--- src/rtl/capture_responder_pkg.sv ---
// Shared defaults and helpers for the capture responder: parameter defaults
// and the oldest-entry picker used when the write table is full.
package capture_responder_pkg;

    localparam int DEF_DATA_W = 8;
    localparam int DEF_ADDR_W = 16;
    localparam int DEF_DEPTH  = 4;
    localparam int DEF_WINDOW = 5;
    localparam int DEF_LAT    = 1;

    // Upper bounds of the flattened age vector handed to pick_oldest.
    localparam int MAX_DEPTH = 16;
    localparam int MAX_AGE_W = 8;

    // Index of the entry with the largest age; ties resolve to the lowest index.
    function automatic logic [7:0] pick_oldest(
        input logic [MAX_DEPTH*MAX_AGE_W-1:0] ages,
        input int                             depth
    );
        logic [7:0]           best;
        logic [MAX_AGE_W-1:0] best_age;
        best     = 8'd0;
        best_age = ages[MAX_AGE_W-1:0];
        for (int i = 1; i < MAX_DEPTH; i++) begin
            if (i < depth) begin
                if (ages[i*MAX_AGE_W +: MAX_AGE_W] > best_age) begin
                    best     = 8'(i);
                    best_age = ages[i*MAX_AGE_W +: MAX_AGE_W];
                end else begin
                    best = best;
                end
            end else begin
                best = best;
            end
        end
        return best;
    endfunction

endpackage

--- src/rtl/echo_delay.sv ---
// Fixed-latency echo of {valid, data}; a stage's payload only loads on a valid
// beat, so the last stage holds the most recently echoed value while idle.
module echo_delay #(
    parameter int LAT    = 1,
    parameter int DATA_W = 8
) (
    input  logic              clk,
    input  logic              rst_n,
    input  logic              in_valid,
    input  logic [DATA_W-1:0] in_data,
    output logic              out_valid,
    output logic [DATA_W-1:0] out_data
);

    logic [LAT-1:0]    vld_r;
    logic [DATA_W-1:0] dat_r [LAT];

    // Shift pipeline; async clear drops any in-flight beats.
    always_ff @(posedge clk or negedge rst_n) begin
        if (!rst_n) begin
            vld_r <= '0;
            for (int i = 0; i < LAT; i++) begin
                dat_r[i] <= '0;
            end
        end else begin
            vld_r[0] <= in_valid;
            if (in_valid) begin
                dat_r[0] <= in_data;
            end
            for (int i = 1; i < LAT; i++) begin
                vld_r[i] <= vld_r[i-1];
                if (vld_r[i-1]) begin
                    dat_r[i] <= dat_r[i-1];
                end
            end
        end
    end

    assign out_valid = vld_r[LAT-1];
    assign out_data  = dat_r[LAT-1];

endmodule

--- src/rtl/capture_responder.sv ---
// Echo pipeline plus a small aging write table answering reads one cycle later.
// Reads see the table as it stood at the start of the cycle (no write bypass).
module capture_responder
    import capture_responder_pkg::*;
#(
    parameter int DATA_W = DEF_DATA_W,
    parameter int ADDR_W = DEF_ADDR_W,
    parameter int DEPTH  = DEF_DEPTH,
    parameter int WINDOW = DEF_WINDOW,
    parameter int LAT    = DEF_LAT
) (
    input  logic              clk,
    input  logic              rst_n,
    input  logic              valid,
    input  logic [DATA_W-1:0] data,
    output logic              out_valid,
    output logic [DATA_W-1:0] out_data,
    input  logic              write_en,
    input  logic              read_en,
    input  logic [ADDR_W-1:0] addr,
    output logic              rd_valid,
    output logic              rd_hit,
    output logic [DATA_W-1:0] rd_data
);

    localparam int AGE_W = $clog2(WINDOW + 1);
    localparam int IDX_W = (DEPTH > 1) ? $clog2(DEPTH) : 1;

    // age counts cycles since the write, starting at 0 on the following cycle.
    typedef struct packed {
        logic              live;
        logic [ADDR_W-1:0] addr;
        logic [DATA_W-1:0] data;
        logic [AGE_W-1:0]  age;
    } entry_t;

    entry_t tbl_r      [DEPTH];
    entry_t tbl_next_s [DEPTH];

    logic [DEPTH-1:0]               match_s;
    logic [DEPTH-1:0]               free_s;
    logic                           any_match_s;
    logic                           any_free_s;
    logic [IDX_W-1:0]               match_idx_s;
    logic [IDX_W-1:0]               free_idx_s;
    logic [IDX_W-1:0]               victim_idx_s;
    logic [IDX_W-1:0]               wr_idx_s;
    logic [DATA_W-1:0]              hit_data_s;
    logic [MAX_DEPTH*MAX_AGE_W-1:0] ages_flat_s;

    echo_delay #(.LAT(LAT), .DATA_W(DATA_W)) u_echo (
        .clk      (clk),
        .rst_n    (rst_n),
        .in_valid (valid),
        .in_data  (data),
        .out_valid(out_valid),
        .out_data (out_data)
    );

    // Address match, free-slot search and write-slot selection.
    always_comb begin
        match_s     = '0;
        free_s      = '0;
        hit_data_s  = '0;
        match_idx_s = '0;
        free_idx_s  = '0;
        ages_flat_s = '0;
        for (int i = 0; i < DEPTH; i++) begin
            match_s[i] = tbl_r[i].live && (tbl_r[i].addr == addr);
            free_s[i]  = !tbl_r[i].live;
            ages_flat_s[i*MAX_AGE_W +: MAX_AGE_W] = MAX_AGE_W'(tbl_r[i].age);
            if (match_s[i]) begin
                hit_data_s  = hit_data_s | tbl_r[i].data;
                match_idx_s = IDX_W'(i);
            end else begin
                hit_data_s = hit_data_s;
            end
        end
        for (int i = DEPTH - 1; i >= 0; i--) begin
            if (free_s[i]) begin
                free_idx_s = IDX_W'(i);
            end else begin
                free_idx_s = free_idx_s;
            end
        end
        any_match_s  = |match_s;
        any_free_s   = |free_s;
        victim_idx_s = IDX_W'(pick_oldest(ages_flat_s, DEPTH));
        if (any_match_s) begin
            wr_idx_s = match_idx_s;
        end else if (any_free_s) begin
            wr_idx_s = free_idx_s;
        end else begin
            wr_idx_s = victim_idx_s;
        end
    end

    // Per-entry next state: write, age or expire.
    always_comb begin
        for (int i = 0; i < DEPTH; i++) begin
            tbl_next_s[i] = tbl_r[i];
            if (write_en && (wr_idx_s == IDX_W'(i))) begin
                tbl_next_s[i].live = 1'b1;
                tbl_next_s[i].addr = addr;
                tbl_next_s[i].data = data;
                tbl_next_s[i].age  = '0;
            end else if (tbl_r[i].live) begin
                if (tbl_r[i].age == AGE_W'(WINDOW - 1)) begin
                    tbl_next_s[i] = '0;
                end else begin
                    tbl_next_s[i].age = tbl_r[i].age + AGE_W'(1);
                end
            end else begin
                tbl_next_s[i] = tbl_r[i];
            end
        end
    end

    // Table state register.
    always_ff @(posedge clk or negedge rst_n) begin
        if (!rst_n) begin
            for (int i = 0; i < DEPTH; i++) begin
                tbl_r[i] <= '0;
            end
        end else begin
            tbl_r <= tbl_next_s;
        end
    end

    // Registered read response, zeroed when no read was issued.
    always_ff @(posedge clk or negedge rst_n) begin
        if (!rst_n) begin
            rd_valid <= 1'b0;
            rd_hit   <= 1'b0;
            rd_data  <= '0;
        end else begin
            rd_valid <= read_en;
            rd_hit   <= read_en && any_match_s;
            rd_data  <= (read_en && any_match_s) ? hit_data_s : '0;
        end
    end

endmodule

--- config.mk ---
export PLATFORM = sky130hd
export DESIGN_NAME = capture_responder
export DESIGN_NICKNAME = d
export VERILOG_FILES = /design/src/rtl/capture_responder_pkg.sv /design/src/rtl/echo_delay.sv /design/src/rtl/capture_responder.sv
export SDC_FILE = /design/constraint.sdc
export NUM_CORES = 1
export LEC_CHECK = 0
export ABC_AREA = 0
export ABC_CLOCK_PERIOD_IN_PS = 5000
export BUFFER_PORTS_ARGS = -buffer_cell sky130_fd_sc_hd__buf_2
export CAP_MARGIN = 20
export CORE_MARGIN = 2
export CORE_UTILIZATION = 61
export DETAILED_ROUTE_END_ITERATION = 10
export PLACE_DENSITY = 0.91
export SYNTH_ARGS = -nofsm -noshare
export SYNTH_HDL_FRONTEND = slang
export SYNTH_SLANG_ARGS = --single-unit
--- constraint.sdc ---
create_clock -name clk -period 5 [get_ports clk]
set_clock_uncertainty 0.1 [all_clocks]
set_input_delay 1 -clock clk [delete_from_list [all_inputs] [get_ports clk]]
set_output_delay 1 -clock clk [all_outputs]
set_load 0.01 [all_outputs]
==> results of run 1 <==
-- worst paths after layout --
| check | endpoint | cells after the start |
|---|---|---|
| worst max-delay path | tbl_r[3] | 18 |
| worst min-delay path | tbl_r[22] | 1 |
| worst max register to register | tbl_r[3] | 18 |
| worst min register to register | u_echo.out_data[4] | 1 |
| max in group asynchronous | tbl_r[42] | 2 |
| min in group clk | u_echo.out_data[4] | 1 |
-- metrics by stage --
stage / area, µm² / setup TNS, ns
6_report: 7800 / -1.13
2_1_floorplan: 6810 / 0
4_1_cts: 7700 / 0
3_5_place_dp: 7080 / -0.0567
5_1_grt: 7800 / -4.33
3_3_place_gp: 7040 / 0
-- cells in the final DEF, fill, tap and decap left out, types with 4 or more instances in the layout --
master	synthesis	final
xnor2_1	32	32
buf_4	2	12
xor2_1	32	32
mux2_2	11	11
nor4_1	8	7
mux2i_1	101	100
nor2_1	10	10
a22oi_1	16	16
clkbuf_8	0	4
nand2_1	121	121
clkbuf_16	0	16
nand3_1	6	6
buf_2	20	46
inv_1	37	37
and2_1	7	7
a21oi_1	13	10
dfrtp_1	131	131
o21ai_0	11	9
nand4_1	8	8
ha_1	18	18
clkinvlp_4	0	4
-- registers in the layout, summed over array words and instances, names as in the netlist --
register          flops
tbl_r               100
ages_flat_s          12
rd_data               8
u_echo.out_data       8
rd_hit                1
rd_valid              1
u_echo.out_valid      1
-- repair_timing --
item	4_1_cts	5_1_grt
buffers inserted	0	3
resized for setup	4	18
cloned	0	1
pin swaps	0	3
endpoints found under the setup margin	60	103
-- cells by family (layout without fill, tap and decap cells) --
logic type                 after synthesis  count (layout)
xor gates and xnor gates                64              64
adders and majority gates               18              18
AOI/OAI and AO/OA                       53              53
buffers and inverters                   83             136
and+or+nand+nor                        177             177
muxes                                  112             112
DFF                                    131             131
-- area by class of cell --
cell class                      instances  area, µm²  area share [%]
Tap cell                              140        175            2.24
Multi-Input combinational cell        424       3160            40.4
Inverter                               38        143            1.83
Clock inverter                         12        156            2.00
Sequential cell                       131       3280            42.0
Clock buffer                           20        445            5.71
Timing Repair Buffer                   66        450            5.77
-- power breakdown --
part	switching [mW]	internal [mW]
Clock	0.490	0.786
Combinational	1.59	1.27
Sequential	0.387	1.54
Total	2.47	3.60
-- layer usage --
metal	GRT usage [%]	part of all wire, %	up-vias
li1	-	-	2207
met1	38.8	38	2637
met2	50.7	48	390
met3	9.07	8.9	108
met4	18.7	5.5	0
met5	0	0	-
-- worst max-delay path, delay by kind of cell, from the launching register on --
family	cells	cell delay, ns
compound gates	6	1.62
fa+ha+maj	3	0.87
buf+inv	2	0.30
flops	1	0.40
mux	2	0.55
simple gates	5	1.12
==> out/metrics.yaml, run 1 <==
power:
  power_mw: 6.06
  power.density_nw_per_um2: 777
  p_leak_nw: 3.96
  peakVddDrop_v: 0.000377
clock_network:
  clock_latency_ns: 0.55
  cts_num_sinks: 131
  root_buffer: "clkbuf_8"
  htreeDepth: 4
  clkTransAtPathRegs_ns: 0.06
  cts_buffers: 17
  cts_tree: "yes"
  clockBufferDepth: 2
  hold_buffers: 0
placement:
  dp_slack_ns: -0.0175
  placed_cells: 795
  port_buffers: 47
  dpl.hpwl_um: 10700
  globalplace.congestion: 0.917
run:
  cap_violations: 0
global_routing:
  grt_usage_pct: 31.9
  grt-ovfl-total: 0
  grt_pass1_vias: 5551
  grt_pass1_wl_um: 28300
  grt_max_degree: 52
  antenna_found_initial: 0
critical_path:
  max_stage_delay_ns: 0.42
  path_cells: "inv_1, ha_1, nand3b_1, a21oi_4, nor2_1, a21oi_2, ha_1, a211oi_2, or2_2, mux2_2, ha_1, and4_1, o32ai_1, o211ai_1, or3_1, a211o_1, buf_4, mux2i_1"
  critPathLaunchType: "register"
  cp-startpoint: "ages_flat_s[2]"
  path_max_fanout: 9
  crit_arrival_ns: 5.43
  required_ns: 5.35
  crit_type: "register to register"
  r2r_start: "ages_flat_s[2]"
  end_kind: "register"
  critPathMostFrequentCell: "ha_1"
  reg2reg_slack_ns: -0.08
  critPathSlowestCell: "or3_1"
sta:
  tightest_slew_ns: 1.07
  final-setup-viol-count: 27
  max_freq_ghz: 0.197
  finalHoldViolCount: 0
  holdWs_ns: 0.373
  slew-limit-headroom_pct: 28.2
  final.min_clock_period_ns: 5.08
  final.setup.worst_slack_ns: -0.0817
  slew_violations: 0
  fin_crit_sh_pct: 102
synth:
  syn-num-nets: 685
  yosysTopAreaCellShare_pct: 48.1
  yosys.area_share.simple_pct: 11.7
  ys_warn_count: 0
  synth_top_family_by_area: "multiplexers"
  syn_inst: 638
  muxShareOfSynthArea_pct: 16.7
  yosysTopAreaCell: "dfrtp_1"
  yosysMostFrequentCell: "dfrtp_1"
  synth-compound-area-share_pct: 5.44
  syn_area_um2: 6810
  synth.distinct_cells: 45
  synth_edf_count: 0
  synthFlopType: "dfrtp_1"
  synthXorXnorAreaFrac_pct: 8.23
  yosysSeqAreaShare_pct: 48.1
  synthTopCellsByCount: "131 x dfrtp_1, 121 x nand2_1, 101 x mux2i_1"
  async_reset_ff_share_pct: 100
  synthTopCellsByArea: "dfrtp_1 48%, mux2i_1 15%, nand2_1 6.7%, xnor2_1 4.1%, xor2_1 4.1%"
  synth_seq_cells: 131
  syn-mean-instance-area_um2: 10.7
  synth-adder-area-share_pct: 3.31
route:
  routed_via_density: 6.43
  avgRoutedWirePerCell_um: 22.4
  ant_nets: 0
  drt-total-wl_um: 18600
  vias: 5342
  drt-initial-drc-count: 513
  route.detailed.drc: 0
  first_pass_iters: 5
run_status:
  status: "finished with violations"
  violations: "setup timing"
floorplanning:
  initial_core_util_pct: 62.6
  rows: 38
  io_pins: 48
  die_area_um2: 12000
  dieWidth_um: 110
  core_um2: 10900
  die_y_um: 110
finish:
  nFillCells: 614
  antennaDiodeCount: 0
  fin_cells: 831
  drive_gt1_share_pct: 17.9
  final_util_pct: 71.7
  final_nets: 725
  area_growth_pct: 14.6
min_path:
  hp-class: "primary input to asynchronous set/reset pin"
(Power assumes the default switching activity.)
==> inputs of run 2 (changes only) <==
--- a/config.mk
+++ b/config.mk
@@ -6,13 +6,14 @@
 export NUM_CORES = 1
 export LEC_CHECK = 0
 export ABC_AREA = 0
-export ABC_CLOCK_PERIOD_IN_PS = 5000
+export ABC_CLOCK_PERIOD_IN_PS = 6300
 export BUFFER_PORTS_ARGS = -buffer_cell sky130_fd_sc_hd__buf_2
 export CAP_MARGIN = 20
 export CORE_MARGIN = 2
-export CORE_UTILIZATION = 61
+export CORE_UTILIZATION = 65
 export DETAILED_ROUTE_END_ITERATION = 10
-export PLACE_DENSITY = 0.91
+export MAX_ROUTING_LAYER = met4
+export PLACE_DENSITY = 0.95
 export SYNTH_ARGS = -nofsm -noshare
 export SYNTH_HDL_FRONTEND = slang
 export SYNTH_SLANG_ARGS = --single-unit
==> constraint.sdc (replaced) <==
create_clock -name clk -period 6.3 [get_ports clk]
set_clock_uncertainty 0.1 [all_clocks]
set_input_delay 0.315 -clock clk [delete_from_list [all_inputs] [get_ports clk]]
set_output_delay 0.315 -clock clk [all_outputs]
set_load 0.01 [all_outputs]
==> out/metrics.yaml, run 2 (synthesis results as in run 1) <==
run_status:
  status: "completed"
route:
  vias: 5331
  ant_nets: 0
  avgRoutedWirePerCell_um: 22.9
  drt-initial-drc-count: 602
  route.detailed.drc: 0
  drt-total-wl_um: 19000
  routed_via_density: 6.42
  first_pass_iters: 5
critical_path:
  reg2reg_slack_ns: 0.51
  max_stage_delay_ns: 0.78
  cp_top_family: "simple AND/OR/NAND/NOR gates"
  critPathMostFrequentCell: "ha_1"
  required_ns: 6.62
  path_buf_inv: 2
  critPathLaunchType: "register"
  crit_arrival_ns: 6.11
  critPathSlowestCell: "and4_1"
  path_max_fanout: 18
  path_cells: "inv_1, ha_1, and3_1, a21oi_1, nor2_1, a21oi_1, ha_1, a211oi_1, or2_2, nand2_1, o21ai_0, ha_1, nor2b_1, nor4b_1, o41ai_1, a31o_1, a311oi_2, and4_1, buf_12, mux2i_1"
  end_kind: "register"
  crit_type: "register to register"
clock_network:
  root_buffer: "clkbuf_8"
  clkTransAtPathRegs_ns: 0.06
  cts_buffers: 17
  clock_latency_ns: 0.53
  htreeDepth: 4
  cts_num_sinks: 131
  cts_tree: "yes"
  hold_buffers: 11
  clockBufferDepth: 2
  ctsResizeCount: 0
  postCtsSetupBuffers: 0
floorplanning:
  initial_core_util_pct: 66.6
  dieWidth_um: 106
  io_pins: 48
  rows: 37
  die_area_um2: 11300
  die_y_um: 106
  core_um2: 10200
sta:
  slew-limit-headroom_pct: 25.2
  max_freq_ghz: 0.173
  slew_violations: 0
  final-setup-viol-count: 0
  holdWs_ns: 0.0838
  finalSetupTns_ns: 0
  final.min_clock_period_ns: 5.79
  fin_crit_sh_pct: 91.9
  rsz0062_at_grt: "false"
  tightest_slew_ns: 1.12
  finalHoldViolCount: 0
global_routing:
  grt_max_degree: 69
  grt-ovfl-total: 0
  grt_pass1_wl_um: 29800
  antenna_found_initial: 1
  grt_usage_pct: 36.3
  grt_pass1_vias: 5591
power:
  p_leak_nw: 3.93
  peakVddDrop_v: 0.000421
  power.density_nw_per_um2: 597
finish:
  final_common_cell: "dfrtp_1"
  regMostFlops: "tbl_r"
  drive_gt1_share_pct: 15.4
  final_cell_mix: "131 x dfrtp_1, 121 x nand2_1, 101 x mux2i_1"
  largest_reg_flops: 100
  area_growth_pct: 13.5
  final_nets: 729
placement:
  port_buffers: 47
  dpl.hpwl_um: 10400
  globalplace.congestion: 0.865
min_path:
  hp-class: "primary input to register"
run:
  cap_violations: 0
-- run 2: metal layers --
| metal | wire (µm) | GRT usage (%) |
|---|---|---|
| met1 | 7010 | 43.7 |
| met2 | 8870 | 55.0 |
| met3 | 1810 | 9.14 |
| met4 | 1320 | 22.7 |
| met5 | 0 | - |
-- run 2: where the power goes --
group | internal (mW) | total [mW] | leakage [nW] | switching [mW]
registers | 1.23 | 1.54 | 1.61 | 0.319
clock network | 0.605 | 0.982 | 0.275 | 0.378
logic | 0.905 | 2.09 | 2.04 | 1.19
-- run 2: worst paths after layout --
check,startpoint,endpoint,cells after the start
max,ages_flat_s[2],tbl_r[108],20
min,addr[15],tbl_r[26],3
max reg2reg,ages_flat_s[2],tbl_r[108],20
min reg2reg,u_echo.out_data[6],u_echo.out_data[6],1
max in group asynchronous,rst_n,tbl_r[42],3
min in group asynchronous,rst_n,tbl_r[108],2
-- run 2: through the flow --
stage / util, % / total power [mW] / setup WS, ns / cell area [µm²] / instances
floorplan: - / 3.07 / 1.94 / 6810 / 638
CTS: 75.3 / 4.50 / 0.788 / 7700 / 827
detailed placement: 68.6 / 3.44 / 0.972 / 7020 / 786
global route: 75.6 / 4.85 / 0.189 / 7730 / 830
global placement: 68.5 / 3.26 / 1.30 / 7010 / 785
finish: 75.6 / 4.62 / 0.513 / 7730 / 830
-- run 2: worst register-to-register path, stage by stage (launching register included) --
cell      delay (ns)
dfrtp_1         0.40
inv_1           0.08
ha_1            0.33
and3_1          0.18
a21oi_1         0.31
nor2_1          0.08
a21oi_1         0.20
ha_1            0.29
a211oi_1        0.32
or2_2           0.22
nand2_1         0.06
o21ai_0         0.09
ha_1            0.27
nor2b_1         0.13
nor4b_1         0.47
o41ai_1         0.16
a31o_1          0.22
a311oi_2        0.41
and4_1          0.78
buf_12          0.27
mux2i_1         0.33
-- run 2: final cells by class --
type | count | area, µm²
multi-input combinational | 424 | 3100
inverter | 38 | 143
sequential | 131 | 3280
clock inverter | 11 | 138
fill | 536 | 2500
tap | 136 | 170
antenna | 1 | 2.50
timing repair buffer | 70 | 473
clock buffer | 19 | 432
==> inputs of run 3 (changes only) <==
--- a/config.mk
+++ b/config.mk
@@ -6,14 +6,15 @@
 export NUM_CORES = 1
 export LEC_CHECK = 0
 export ABC_AREA = 0
-export ABC_CLOCK_PERIOD_IN_PS = 6300
+export ABC_CLOCK_PERIOD_IN_PS = 5400
 export BUFFER_PORTS_ARGS = -buffer_cell sky130_fd_sc_hd__buf_2
 export CAP_MARGIN = 20
 export CORE_MARGIN = 2
-export CORE_UTILIZATION = 65
+export CORE_UTILIZATION = 61
 export DETAILED_ROUTE_END_ITERATION = 10
 export MAX_ROUTING_LAYER = met4
-export PLACE_DENSITY = 0.95
+export PLACE_DENSITY = 0.91
 export SYNTH_ARGS = -nofsm -noshare
 export SYNTH_HDL_FRONTEND = slang
+export SYNTH_HIERARCHICAL = 1
 export SYNTH_SLANG_ARGS = --single-unit
==> constraint.sdc (replaced) <==
create_clock -name clk -period 5.4 [get_ports clk]
set_clock_uncertainty 0.1 [all_clocks]
set_input_delay 0.27 -clock clk [delete_from_list [all_inputs] [get_ports clk]]
set_output_delay 0.27 -clock clk [all_outputs]
set_load 0.01 [all_outputs]
==> out/metrics.yaml, run 3 <==
run:
  cap_violations: 0
synth:
  yosysTopAreaCell: "dfrtp_1"
  synth-adder-area-share_pct: 3.13
  synth_edf_count: 0
  yosysMostFrequentCell: "dfrtp_1"
  synth.distinct_cells: 49
  syn-mean-instance-area_um2: 10.2
  yosysTopAreaCellShare_pct: 45.6
  synthFlopType: "dfrtp_1"
  yosysSeqAreaShare_pct: 45.6
  syn_area_um2: 7190
  synthTopCellsByCount: "131 x dfrtp_1, 117 x nand2_1, 78 x mux2i_1"
  synthTopCellsByArea: "dfrtp_1 46%, mux2i_1 11%, nand2_1 6.1%, xnor2_1 5.0%, a221o_1 3.3%"
  syn-num-nets: 749
  yosys.area_share.simple_pct: 13.2
  muxShareOfSynthArea_pct: 12.7
  syn_inst: 702
  synth_top_family_by_area: "simple AND/OR/NAND/NOR gates"
  ys_warn_count: 6
  async_reset_ff_share_pct: 100
  synth-compound-area-share_pct: 10.4
  synthXorXnorAreaFrac_pct: 7.92
  synth_seq_cells: 131
floorplanning:
  core_um2: 11500
  rows: 39
  io_pins: 48
  die_area_um2: 12700
  die_y_um: 113
  initial_core_util_pct: 62.7
  dieWidth_um: 113
power:
  power.internal_mw: 3.52
  p_leak_nw: 4.10
  peakVddDrop_v: 0.000478
  power.density_nw_per_um2: 712
  switching_share_pct: 39.9
  pwr-share-clk_pct: 23.5
  power_mw: 5.85
  switchingPower_mw: 2.33
  combPwrFrac_pct: 45.9
  p_seq_share_pct: 30.5
clock_network:
  clockBufferDepth: 2
  cts_tree: "yes"
  clkTransAtPathRegs_ns: 0.06
  htreeDepth: 4
  root_buffer: "clkbuf_16"
  cts_num_sinks: 131
  cts_buffers: 17
  clock_latency_ns: 0.43
finish:
  final_cell_mix: "131 x dfrtp_1, 117 x nand2_1, 78 x mux2i_1"
  nFillCells: 708
  regMostFlops: "tbl_r"
  antennaDiodeCount: 0
  largest_reg_flops: 100
  final_common_cell: "dfrtp_1"
  final_nets: 782
  area_growth_pct: 14.2
  drive_gt1_share_pct: 16.2
route:
  routed_via_density: 6.49
  drt-total-wl_um: 20300
  vias: 5781
  first_pass_iters: 5
  avgRoutedWirePerCell_um: 22.7
  route.detailed.drc: 0
  ant_nets: 0
  drt-initial-drc-count: 795
min_path:
  hp-start: "data[2]"
  hp-class: "primary input to register"
critical_path:
  r2r_start: "ages_flat_s[2]"
  required_ns: 5.58
  end_kind: "register"
  crit_type: "register to register"
  cp-startpoint: "ages_flat_s[2]"
  critPathLaunchType: "register"
  crit_arrival_ns: 5.51
  path_max_fanout: 24
global_routing:
  antenna_found_initial: 0
  grt_pass1_vias: 6060
  grt-ovfl-total: 0
  grt_usage_pct: 32.8
  grt_max_degree: 68
  grt_pass1_wl_um: 31300
sta:
  slew_violations: 0
  finalHoldViolCount: 0
  max_freq_ghz: 0.188
  tightest_slew_ns: 1.11
  fin_crit_sh_pct: 98.6
  slew-limit-headroom_pct: 25.6
  final.min_clock_period_ns: 5.33
  final.setup.worst_slack_ns: 0.0742
  final-setup-viol-count: 0
  finalSetupTns_ns: 0
placement:
  port_buffers: 47
  dp_slack_ns: 0.170
  dpl.hpwl_um: 11600
  globalplace.congestion: 0.907
run_status:
  status: "completed"
==> run 3: cell count changes after synthesis, sizes merged, moves of 3 or more <==
cell    change
a21oi       +3
and3        +4
xnor2       +9
a211oi      +3
nand3      +26
xor2        -8
clkbuf      +9
o21ai      +23
mux2i      -23
nand2       -4
a221o      +24
==> run 3: through the flow <==
step / utilization, % / instance area, µm² / std cells / hold WS, ns
finish: 71.6 / 8210 / 891 / 0.0270
floorplan: - / 7190 / 702 / -0.126
global route: 71.6 / 8210 / 891 / 0.0174
CTS: 70.6 / 8090 / 882 / 0.0225
detailed placement: 64.2 / 7360 / 847 / 0.314
global placement: 64.0 / 7340 / 846 / 0.310
==> run 3: repair_timing <==
item / in CTS / in global routing
hold buffers: 2 / 0
setup buffers: 0 / 9
hold endpoints to repair: 65 / 0
cloned: 1 / 0
pin swaps: 1 / 3
endpoints found under the setup margin: 2 / 73
gates resized for setup: 1 / 5
==> run 3: power groups by stage <==
stage,Clock [mW],Combinational (mW),Sequential (mW)
after floorplan,0,1.91,1.65
after CTS,1.37,2.46,1.76
after global routing,1.42,2.88,1.81
after global placement,0,2.15,1.71
after detailed placement,0,2.36,1.75
final,1.38,2.69,1.79
==> run 3: critical path, cell delays in order (launching register included) <==
cell and delay (ns):
dfrtp_1 0.42, inv_1 0.06, ha_1 0.33, and3_1 0.20, a21oi_2 0.26, nor2_1 0.09, a21oi_1 0.20, ha_1 0.28
a211oi_1 0.30, or2_1 0.28, mux2_2 0.38, ha_1 0.31, and3_1 0.21, o21a_1 0.18, or2_1 0.26, a31o_1 0.30
nor4_2 0.27, a21oi_2 0.09, buf_4 0.26, a221o_1 0.38
==> run 3: final timing paths <==
path                                 endpoint  slack (ns)  depth (start not counted)
min in group asynchronous  u_echo/out_data[2]        0.39                          2
max in group asynchronous           tbl_r[18]        3.39                          3
min                                  tbl_r[5]        0.03                          2
min reg2reg                u_echo/out_data[0]        0.40                          1
max                                  tbl_r[7]        0.07                         19
max reg2reg                          tbl_r[7]        0.07                         19
==> run 3: cell families (layout without fill, tap and decap cells) <==
| family | count (synthesis) | count (layout) |
|---|---|---|
| flip-flops | 131 | 131 |
| XOR/XNOR | 65 | 65 |
| AND/OR/NAND/NOR | 204 | 204 |
| multiplexers | 87 | 87 |
| adder cells (fa/ha/maj) | 18 | 18 |
| AO/OA/AOI/OAI | 104 | 105 |
| buffers and inverters | 93 | 138 |
==> run 3: final cells by class <==
cell class	instances	area (µm²)	area share (%)
repair buffers	69	453	5.52
flip-flops and latches	131	3280	39.9
clock buffers	19	443	5.39
inverters	37	139	1.69
multi-input cells	479	3460	42.2
clock inverters	13	255	3.11
well taps	143	179	2.18
==> run 3: layer usage <==
metal,GRT usage (%),part of all wire (%),up-vias
met3,7.45,7.5,83
met4,15.1,3.9,0
met5,-,0,-
li1,-,-,2483
met2,52.6,51,360
met1,39.8,38,2855
